File: src/rtl/byte_serial_adder.sv
// Multi-cycle add/subtract unit: one SLICE-bit ripple slice per clock, LSB slice first,
// carry registered between slices, valid/ready handshake on both sides.
//
// state  | meaning
// IDLE   | waiting for an operation, in_ready high
// ADD    | processing slice idx_q, one slice per clock
// DONE   | result held, out_valid high until out_ready

module byte_serial_adder #(
    parameter int WIDTH = 32,
    parameter int SLICE = 8
) (
    input  logic             clock,
    input  logic             reset_n,
    input  logic             in_valid,
    output logic             in_ready,
    input  logic [WIDTH-1:0] operand_a,
    input  logic [WIDTH-1:0] operand_b,
    input  logic             sub,
    output logic             out_valid,
    input  logic             out_ready,
    output logic [WIDTH-1:0] result,
    output logic             carry_out,
    output logic             overflow,
    output logic             busy
);

    localparam int N     = WIDTH / SLICE;
    localparam int IDX_W = (N > 1) ? $clog2(N) : 1;
    localparam logic [IDX_W-1:0] LAST_IDX = IDX_W'(N - 1);

    typedef enum logic [1:0] {
        S_IDLE = 2'd0,
        S_ADD  = 2'd1,
        S_DONE = 2'd2
    } state_t;

    state_t             state_q;
    state_t             next_state;
    logic [WIDTH-1:0]   a_q;
    logic [WIDTH-1:0]   b_q;
    logic               carry_q;
    logic [IDX_W-1:0]   idx_q;
    logic [WIDTH-1:0]   result_q;
    logic               carry_out_q;
    logic               overflow_q;

    logic               accept;
    logic               last_slice;
    logic [SLICE-1:0]   a_slice;
    logic [SLICE-1:0]   b_slice;
    logic [SLICE:0]     slice_sum;

    assign accept     = in_valid && in_ready;
    assign last_slice = (idx_q == LAST_IDX);

    always_comb begin
        a_slice   = a_q[idx_q*SLICE +: SLICE];
        b_slice   = b_q[idx_q*SLICE +: SLICE];
        slice_sum = {1'b0, a_slice} + {1'b0, b_slice} + {{SLICE{1'b0}}, carry_q};
    end

    always_ff @(posedge clock or negedge reset_n) begin
        if (!reset_n) begin
            state_q <= S_IDLE;
        end else begin
            state_q <= next_state;
        end
    end

    always_comb begin
        next_state = state_q;
        case (state_q)
            S_IDLE: if (accept)     next_state = S_ADD;
            S_ADD:  if (last_slice) next_state = S_DONE;
            S_DONE: if (out_ready)  next_state = S_IDLE;
            default:                next_state = S_IDLE;
        endcase
    end

    always_comb begin
        in_ready  = (state_q == S_IDLE);
        out_valid = (state_q == S_DONE);
        busy      = (state_q == S_ADD) || (state_q == S_DONE);
    end

    // Subtract is folded in at accept: B is inverted and the carry seeded with 1.
    always_ff @(posedge clock or negedge reset_n) begin
        if (!reset_n) begin
            a_q         <= '0;
            b_q         <= '0;
            carry_q     <= 1'b0;
            idx_q       <= '0;
            result_q    <= '0;
            carry_out_q <= 1'b0;
            overflow_q  <= 1'b0;
        end else if (accept) begin
            a_q     <= operand_a;
            b_q     <= operand_b ^ {WIDTH{sub}};
            carry_q <= sub;
            idx_q   <= '0;
        end else if (state_q == S_ADD) begin
            result_q[idx_q*SLICE +: SLICE] <= slice_sum[SLICE-1:0];
            carry_q <= slice_sum[SLICE];
            if (last_slice) begin
                idx_q       <= '0;
                carry_out_q <= slice_sum[SLICE];
                overflow_q  <= (a_q[WIDTH-1] == b_q[WIDTH-1]) &&
                               (slice_sum[SLICE-1] != a_q[WIDTH-1]);
            end else begin
                idx_q <= idx_q + IDX_W'(1);
            end
        end
    end

    assign result    = result_q;
    assign carry_out = carry_out_q;
    assign overflow  = overflow_q;

endmodule

File: config.mk
export PLATFORM = sky130hd
export DESIGN_NAME = byte_serial_adder
export DESIGN_NICKNAME = d
export VERILOG_FILES = /design/src/rtl/byte_serial_adder.sv
export SDC_FILE = /design/constraint.sdc
export NUM_CORES = 1
export LEC_CHECK = 0
export ABC_AREA = 1
export BUFFER_PORTS_ARGS = -buffer_cell sky130_fd_sc_hd__buf_2
export CELL_PAD_IN_SITES_DETAIL_PLACEMENT = 1
export CELL_PAD_IN_SITES_GLOBAL_PLACEMENT = 1
export CORE_MARGIN = 1.5
export CORE_UTILIZATION = 41
export DETAILED_ROUTE_END_ITERATION = 10
export PLACE_DENSITY = 0.83
export SYNTH_ARGS = -nofsm -noshare
export SYNTH_HDL_FRONTEND = slang
export SYNTH_SLANG_ARGS = --single-unit
File: constraint.sdc
create_clock -name clock -period 3.1 [get_ports clock]
set_input_delay 0.155 -clock clock [delete_from_list [all_inputs] [get_ports clock]]
set_output_delay 0.155 -clock clock [all_outputs]
set_load 0.01 [all_outputs]
==> results of run 1 <==
cell type report:
type / count / share of cell area (%)
multi-input cells: 449 / 37.7
inverters: 32 / 1.92
clock buffers: 11 / 4.03
clock inverters: 5 / 0.978
well taps: 168 / 3.35
flip-flops and latches: 103 / 41.1
repair buffers: 120 / 10.9
how the worst max path moves through the flow:
stage | endpoint | slack, ns | depth (start not counted)
after floorplan | result[12] | 0.62 | 15
after global placement | result[12] | 0.51 | 13
after detailed placement | result[28] | 0.32 | 13
after CTS | result[28] | 0.31 | 13
after global routing | result[28] | 0.05 | 13
final | result[28] | 0.32 | 13
worst max-delay path, delay by kind of cell (launching register included):
kind	cells	cell delay (ns)
flip-flops	1	0.37
AND/OR/NAND/NOR	4	0.34
AO/OA/AOI/OAI	3	0.56
XOR/XNOR	1	0.20
buffers and inverters	3	0.58
adder cells (fa/ha/maj)	2	0.66
cell usage after synthesis:
cell and n:
nor2_2 2, nand3b_1 1, ha_1 16, a32oi_1 2, buf_2 10, xnor2_2 1, clkbuf_1 11, o21ai_2 2
nand3_1 16, xnor2_1 33, o221ai_1 1, a21oi_2 2, nand4_1 7, o21ai_1 1, inv_1 27, dfrtp_1 103
clkinv_1 1, nand2_2 12, nor2_4 2, fa_1 2, a21oi_1 5, nor3_4 1, xor2_2 1, a32o_1 1
nand2_1 214, nand3_2 2, or2_2 1, o22ai_1 14, a22o_1 4, buf_4 8, o21ai_0 72, nor2_1 34
inv_2 4
sequential cells by signal (all words and copies together), names as in the netlist:
signal / cells
a_q: 32
b_q: 32
carry_q: 1
carry_out: 1
overflow: 1
idx_q: 2
state_q: 2
result: 32
what timing repair did:
action	in CTS	in global routing
setup endpoints to repair	0	0
hold buffers	8	0
hold endpoints to repair	110	0
setup buffers	0	0
power groups by stage:
stage / sequential [mW] / combinational, mW / clock (mW)
6_report: 2.32 / 3.90 / 1.20
5_1_grt: 2.38 / 4.42 / 1.27
4_1_cts: 2.32 / 3.92 / 1.22
3_5_place_dp: 2.33 / 3.88 / 0
3_3_place_gp: 2.31 / 3.63 / 0
2_1_floorplan: 2.28 / 2.74 / 0
logic make-up (layout without fill, tap and decap cells):
family                     Yosys count  in the layout  synth area share [%]
xor gates and xnor gates            35             35                  6.17
buffers and inverters               61            168                  5.21
and+or+nand+nor                    292            292                  23.3
AOI/OAI and AO/OA                  104            104                  11.2
adders and majority gates           18             18                  4.61
DFF                                103            103                  49.5
placed cells by master (no fill, tap or decap), types with 14 or more instances in the layout:
cell / Yosys / routed
buf_2: 10 / 104
dfrtp_1: 103 / 103
ha_1: 16 / 16
inv_1: 27 / 27
nand2_1: 214 / 214
nand3_1: 16 / 16
nor2_1: 34 / 34
o21ai_0: 72 / 72
o22ai_1: 14 / 14
xnor2_1: 33 / 33
metal layers:
layer  global-route usage, %  share of wire, %  wire [um]
met5                       0                 0          0
met1                    29.8                45       6400
met4                    5.85               1.6        233
met2                    40.9                50       7200
met3                    3.97               3.3        474
through the flow:
step	instance area, sq um	instances
after detailed placement	5870	864
after CTS	6270	888
after global placement	5870	864
after global routing	6270	888
after floorplan	5210	613
final	6270	888
==> qor.csv, run 1 <==
stage;metric;value;unit
critical_path;Worst R2R Path Depth;13;
finish;multi-input logic area;2360;sq um
timing;Max Freq;0.360;GHz
critical_path;CP Launch Type;register;
route;DRC;0;
route;final WL;14300;um
critical_path;reg2reg setup slack;0.32;ns
global_route;first-pass GRT wire length;24100;um
timing;Slew Viols, Final;0;
clock_tree;CTS H-Tree Depth;3;
route;Routed Antenna Nets;0;
critical_path;Worst EP arrival;3.06;ns
timing;Fin. Hold Viols;0;
synthesis;FF+latch count, synth;103;
pwr;Sw Share;46.4;%
route;Iter 0 DRT Violations;264;
die;die area;13400;sq um
die;I/O Pins;106;
job;Max-cap violations;0;
critical_path;Worst Path Required;3.38;ns
route;routed via count;4493;
clock_tree;register clock-pin slew on the reported worst setup and hold paths;0.08;ns
clock_tree;# clock sinks;103;
die;Initial Util;42.7;%
critical_path;Worst R2R End;result[28];
global_route;GRT Overall Usage;23.2;%
place;HPWL Detailed;10400;um
critical_path;Crit Path Category;reg -> reg;
pwr;Comb pwr share;52.6;%
clock_tree;Bufs on Longest Clock Path;2;
route;1st-pass router iterations;6;
timing;setup repair after global routing missed its margin;no;
place;Port Buffers;105;
clock_tree;Worst-Skew Late Latency;0.35;ns
finish;n_diodes;0;
route;WL/cell;16.1;um
die;Chip Height;116;um
critical_path;Setup crit start;idx_q[0];
global_route;antenna violations before repair;0;
timing;setup total negative slack;0;ns
timing;fin worst setup slack;0.319;ns
clock_tree;post-CTS sizing;0;
synthesis;synth warn;0;
min_path;hold path cells;3;
global_route;Overflow after GRT;0;
clock_tree;Root Buffer;clkbuf_16;
synthesis;post-synth top area share;49.5;%
place;pre-CTS setup slack;0.315;ns
synthesis;Post-Syn Area;5210;sq um
pwr;Max VDD drop;0.000458;V
timing;final worst path period share;89.7;%
critical_path;r2r startpoint;idx_q[0];
critical_path;slowest stage delay, CP;0.44;ns
pwr;total power;7.42;mW
die;# rows;40;
finish;layout cells sized above 1;21.9;%
synthesis;area leader, netlist;dfrtp_1;
timing;hold slack;0.00561;ns
pwr;Cell Pwr Density;1180;nW/um^2
place;Placer Congestion;0.882;
synthesis;syn avg cell area;8.50;sq um
die;Die Wd;116;um
pwr;Leak;3.25;nW
finish;storage element area;2580;sq um
route;post-DR vias/cell;5.06;
die;core box area;12200;sq um
pwr;internal power;3.97;mW
synthesis;register area share after synthesis;49.5;%
global_route;largest net degree at the start of global routing;103;
clock_tree;Num CTS Buffers;9;
timing;setup violators final;0;
critical_path;CP max FO;46;
critical_path;crit path cell chain;buf_4 -> o21ai_0 -> o22ai_1 -> fa_1 -> inv_1 -> fa_1 -> inv_1 -> nand2_1 -> nand2_1 -> nand2_2 -> xnor2_2 -> nand3_2 -> o21ai_2;
run_status;outcome;finished, final reports clean;
global_route;number of global-route vias before repair;4867;
synthesis;Cells after Synth;613;
pwr;sequential share of power;31.3;%
clock_tree;CTS tree;yes;
synthesis;Distinct cells, synth;33;
critical_path;CP endpoint kind;register;
min_path;Hold EP;a_q[14];
timing;Rel. slew slack;40.6;%
finish;final-layout fill cell count;1513;
synthesis;post-synthesis net count;700;
finish;Layout Area Growth over Synthesis;20.3;%
critical_path;Worst path slowest cell;buf_4;
min_path;HP Class;in -> reg;
pwr;switching power;3.44;mW
synthesis;Area contributors post-synth;dfrtp_1 (49%), nand2_1 (15%), o21ai_0 (6.9%);
timing;Tmin final;2.78;ns
pwr;Clk pwr share;16.2;%
timing;worst-margin pin slew;0.890;ns
finish;nets;802;
timing;Final Skew;0.0115;ns
finish;Util after Layout;51.3;%
min_path;hold path start;operand_a[14];
Power figures use the tool's default switching activity.
==> inputs of run 2 (changes only) <==
- GPL_TIMING_DRIVEN: default -> 0
- MAX_ROUTING_LAYER: default -> met4
- clock period: 3.1 -> 2.6 ns (I/O delays scaled with it)
==> run 2 against run 1 <==
  * Combinational power rose by 54%
  * Final area rose by 10%
  * Via count rose by 14%
  * Hold slack improved by 0.010 ns
  * Maximum frequency rose by 3.0%
  * The flow now finishes with violations (setup timing)
  * Global-route usage rose by 5.7 points
  * Register-to-register slack got worse by 0.42 ns
  * Highest routed layer unchanged
  * Clock power rose by 28%
  * Utilization rose by 5.3 points
==> qor.csv, run 2 (same netlist as run 1, synthesis figures left out) <==
stage;metric;value;unit;change
timing;Final Skew;0.00771;ns;-0.00380 ns
critical_path;reg2reg setup slack;-0.1;ns;-0.42 ns
clock_tree;CTS H-Tree Depth;3;;unchanged
finish;commonest cells after routing, fill and taps aside;nand2_1 (211), buf_2 (109), dfrtp_1 (102), o21ai_0 (62), xnor2_1 (33);;
die;Chip Height;116;um;unchanged
route;WL/cell;20.3;um;+26%
finish;Layout Area Growth over Synthesis;32.7;%;
timing;final worst path period share;104;%;+14 points
place;HPWL Detailed;12000;um;+15%
timing;Max Freq;0.370;GHz;+3.0%
route;Routed Antenna Nets;0;;unchanged
timing;Fin. Hold Viols;0;;unchanged
clock_tree;Worst-Skew Late Latency;0.35;ns;about the same
die;# rows;40;;unchanged
clock_tree;Root Buffer;clkbuf_16;;
global_route;number of global-route vias before repair;5508;;+13%
critical_path;CP Launch Type;register;;
critical_path;slowest stage delay, CP;0.41;ns;-0.03 ns
route;1st-pass router iterations;5;;-1
timing;setup violators final;17;;+17
clock_tree;register clock-pin slew on the reported worst setup and hold paths;0.07;ns;about the same
die;Die Wd;116;um;unchanged
die;I/O Pins;106;;unchanged
global_route;Overflow after GRT;0;;unchanged
die;core box area;12200;sq um;unchanged
clock_tree;Bufs on Longest Clock Path;2;;unchanged
pwr;Cell Pwr Density;1500;nW/um^2;+27%
job;Max-cap violations;0;;unchanged
critical_path;Worst EP arrival;2.94;ns;-0.12 ns
route;post-DR vias/cell;5.40;;+6.7%
timing;Tmin final;2.70;ns;-0.0820 ns
place;dpl cells;886;;+2.5%
min_path;HP Class;in -> reg;;
timing;hold slack;0.0160;ns;+0.0104 ns
timing;Rel. slew slack;60.6;%;+20 points
timing;fin worst setup slack;-0.0992;ns;-0.418 ns
global_route;GRT Overall Usage;28.9;%;+5.7 points
die;Initial Util;42.7;%;unchanged
min_path;hold path cells;3;;unchanged
pwr;Leak;3.52;nW;+8.3%
critical_path;Crit Path Category;reg -> reg;;
global_route;largest net degree at the start of global routing;61;;-41%
route;DRC;0;;unchanged
place;Port Buffers;104;;-0.95%
route;final WL;19200;um;+35%
finish;layout cells sized above 1;27.3;%;+5.4 points
clock_tree;CTS tree;yes;;
clock_tree;# clock sinks;103;;unchanged
run_status;outcome;finished with violations;;
critical_path;Worst R2R Path Depth;16;;+3
run_status;failing checks;setup timing;;
pwr;Max VDD drop;0.000588;V;+28%
route;routed via count;5111;;+14%
critical_path;CP max FO;10;;-78%
critical_path;CP endpoint kind;register;;
global_route;antenna violations before repair;0;;unchanged
critical_path;crit path cell chain;buf_6 -> buf_6 -> nor2_1 -> o22ai_4 -> fa_2 -> inv_2 -> fa_2 -> inv_2 -> nand2_2 -> nand2_2 -> nand3b_1 -> nand2_1 -> nand2_1 -> nand2_2 -> nand4_1 -> nand2_1;;
timing;worst-margin pin slew;0.591;ns;-0.299 ns
global_route;first-pass GRT wire length;28300;um;+18%
timing;setup repair after global routing missed its margin;yes;;
critical_path;Worst path slowest cell;fa_2;;
pwr;total power;10.4;mW;+40%
place;Placer Congestion;0.883;;+0.17%
finish;Layout Cells excl Fill;947;;+6.6%
route;Iter 0 DRT Violations;324;;+23%
timing;Slew Viols, Final;0;;unchanged
clock_tree;Num CTS Buffers;9;;unchanged
finish;commonest non-fill, non-tap cell in the layout;nand2_1;;
finish;n_diodes;0;;unchanged
die;die area;13400;sq um;unchanged
finish;nets;861;;+7.4%
critical_path;Worst Path Required;2.84;ns;-0.54 ns
==> run 2: worst paths after layout <==
check | startpoint | to
min reg2reg | result[11] | result[11]
max | idx_q[0] | result[14]
max in group asynchronous | reset_n | b_q[6]
max reg2reg | idx_q[0] | result[14]
min in group asynchronous | reset_n | result[9]
min | operand_a[19] | a_q[19]
==> run 2: power by group <==
part | internal, mW | switching (mW)
logic | 2.21 | 3.79
clock network | 0.901 | 0.625
registers | 2.30 | 0.542
==> run 2: critical path: cells and delay by family, from the launching register on <==
kind / cells / cell delay [ns]
AOI/OAI and AO/OA: 1 / 0.15
buffers and inverters: 4 / 0.45
and+or+nand+nor: 9 / 0.94
DFF: 1 / 0.40
adders and majority gates: 2 / 0.64
==> run 2: area by class of cell <==
cell class	instances	area (sq um)
repair buffers	150	953
clock buffers	12	256
clock inverters	4	77.6
multi-input cells	449	2490
well taps	168	210
plain buffers	29	206
flip-flops and latches	103	2580
fillers	1506	5300
inverters	32	138
==> run 2: metal layers <==
metal  part of all wire [%]  vias to the layer above  global-route usage [%]
met5                      0                        -                       -
met4                    5.6                        0                    12.5
met3                    6.0                       81                    4.71
met2                     49                      263                    48.8
met1                     39                     2473                    34.3
li1                       -                     2294                       -
==> run 2: timing repair <==
action | 4_1_cts | 5_1_grt
resized for setup | 22 | 48
endpoints found under the hold margin | 68 | 0
endpoints found under the setup margin | 31 | 27
hold buffers | 26 | 0
pin swaps | 2 | 13
setup buffers | 10 | 9
==> run 2: per-stage QoR <==
step | cell area, sq um | setup TNS, ns | worst slack (ns) | utilization, %
final | 6910 | -0.857 | -0.0992 | 56.6
after global routing | 6910 | -3.31 | -0.207 | 56.6
after CTS | 6710 | 0 | 0.0108 | 55.0
after detailed placement | 5970 | -7.62 | -0.449 | 48.9
after global placement | 5940 | -3.19 | -0.286 | 48.6
after floorplan | 5210 | 0 | 0.118 | -
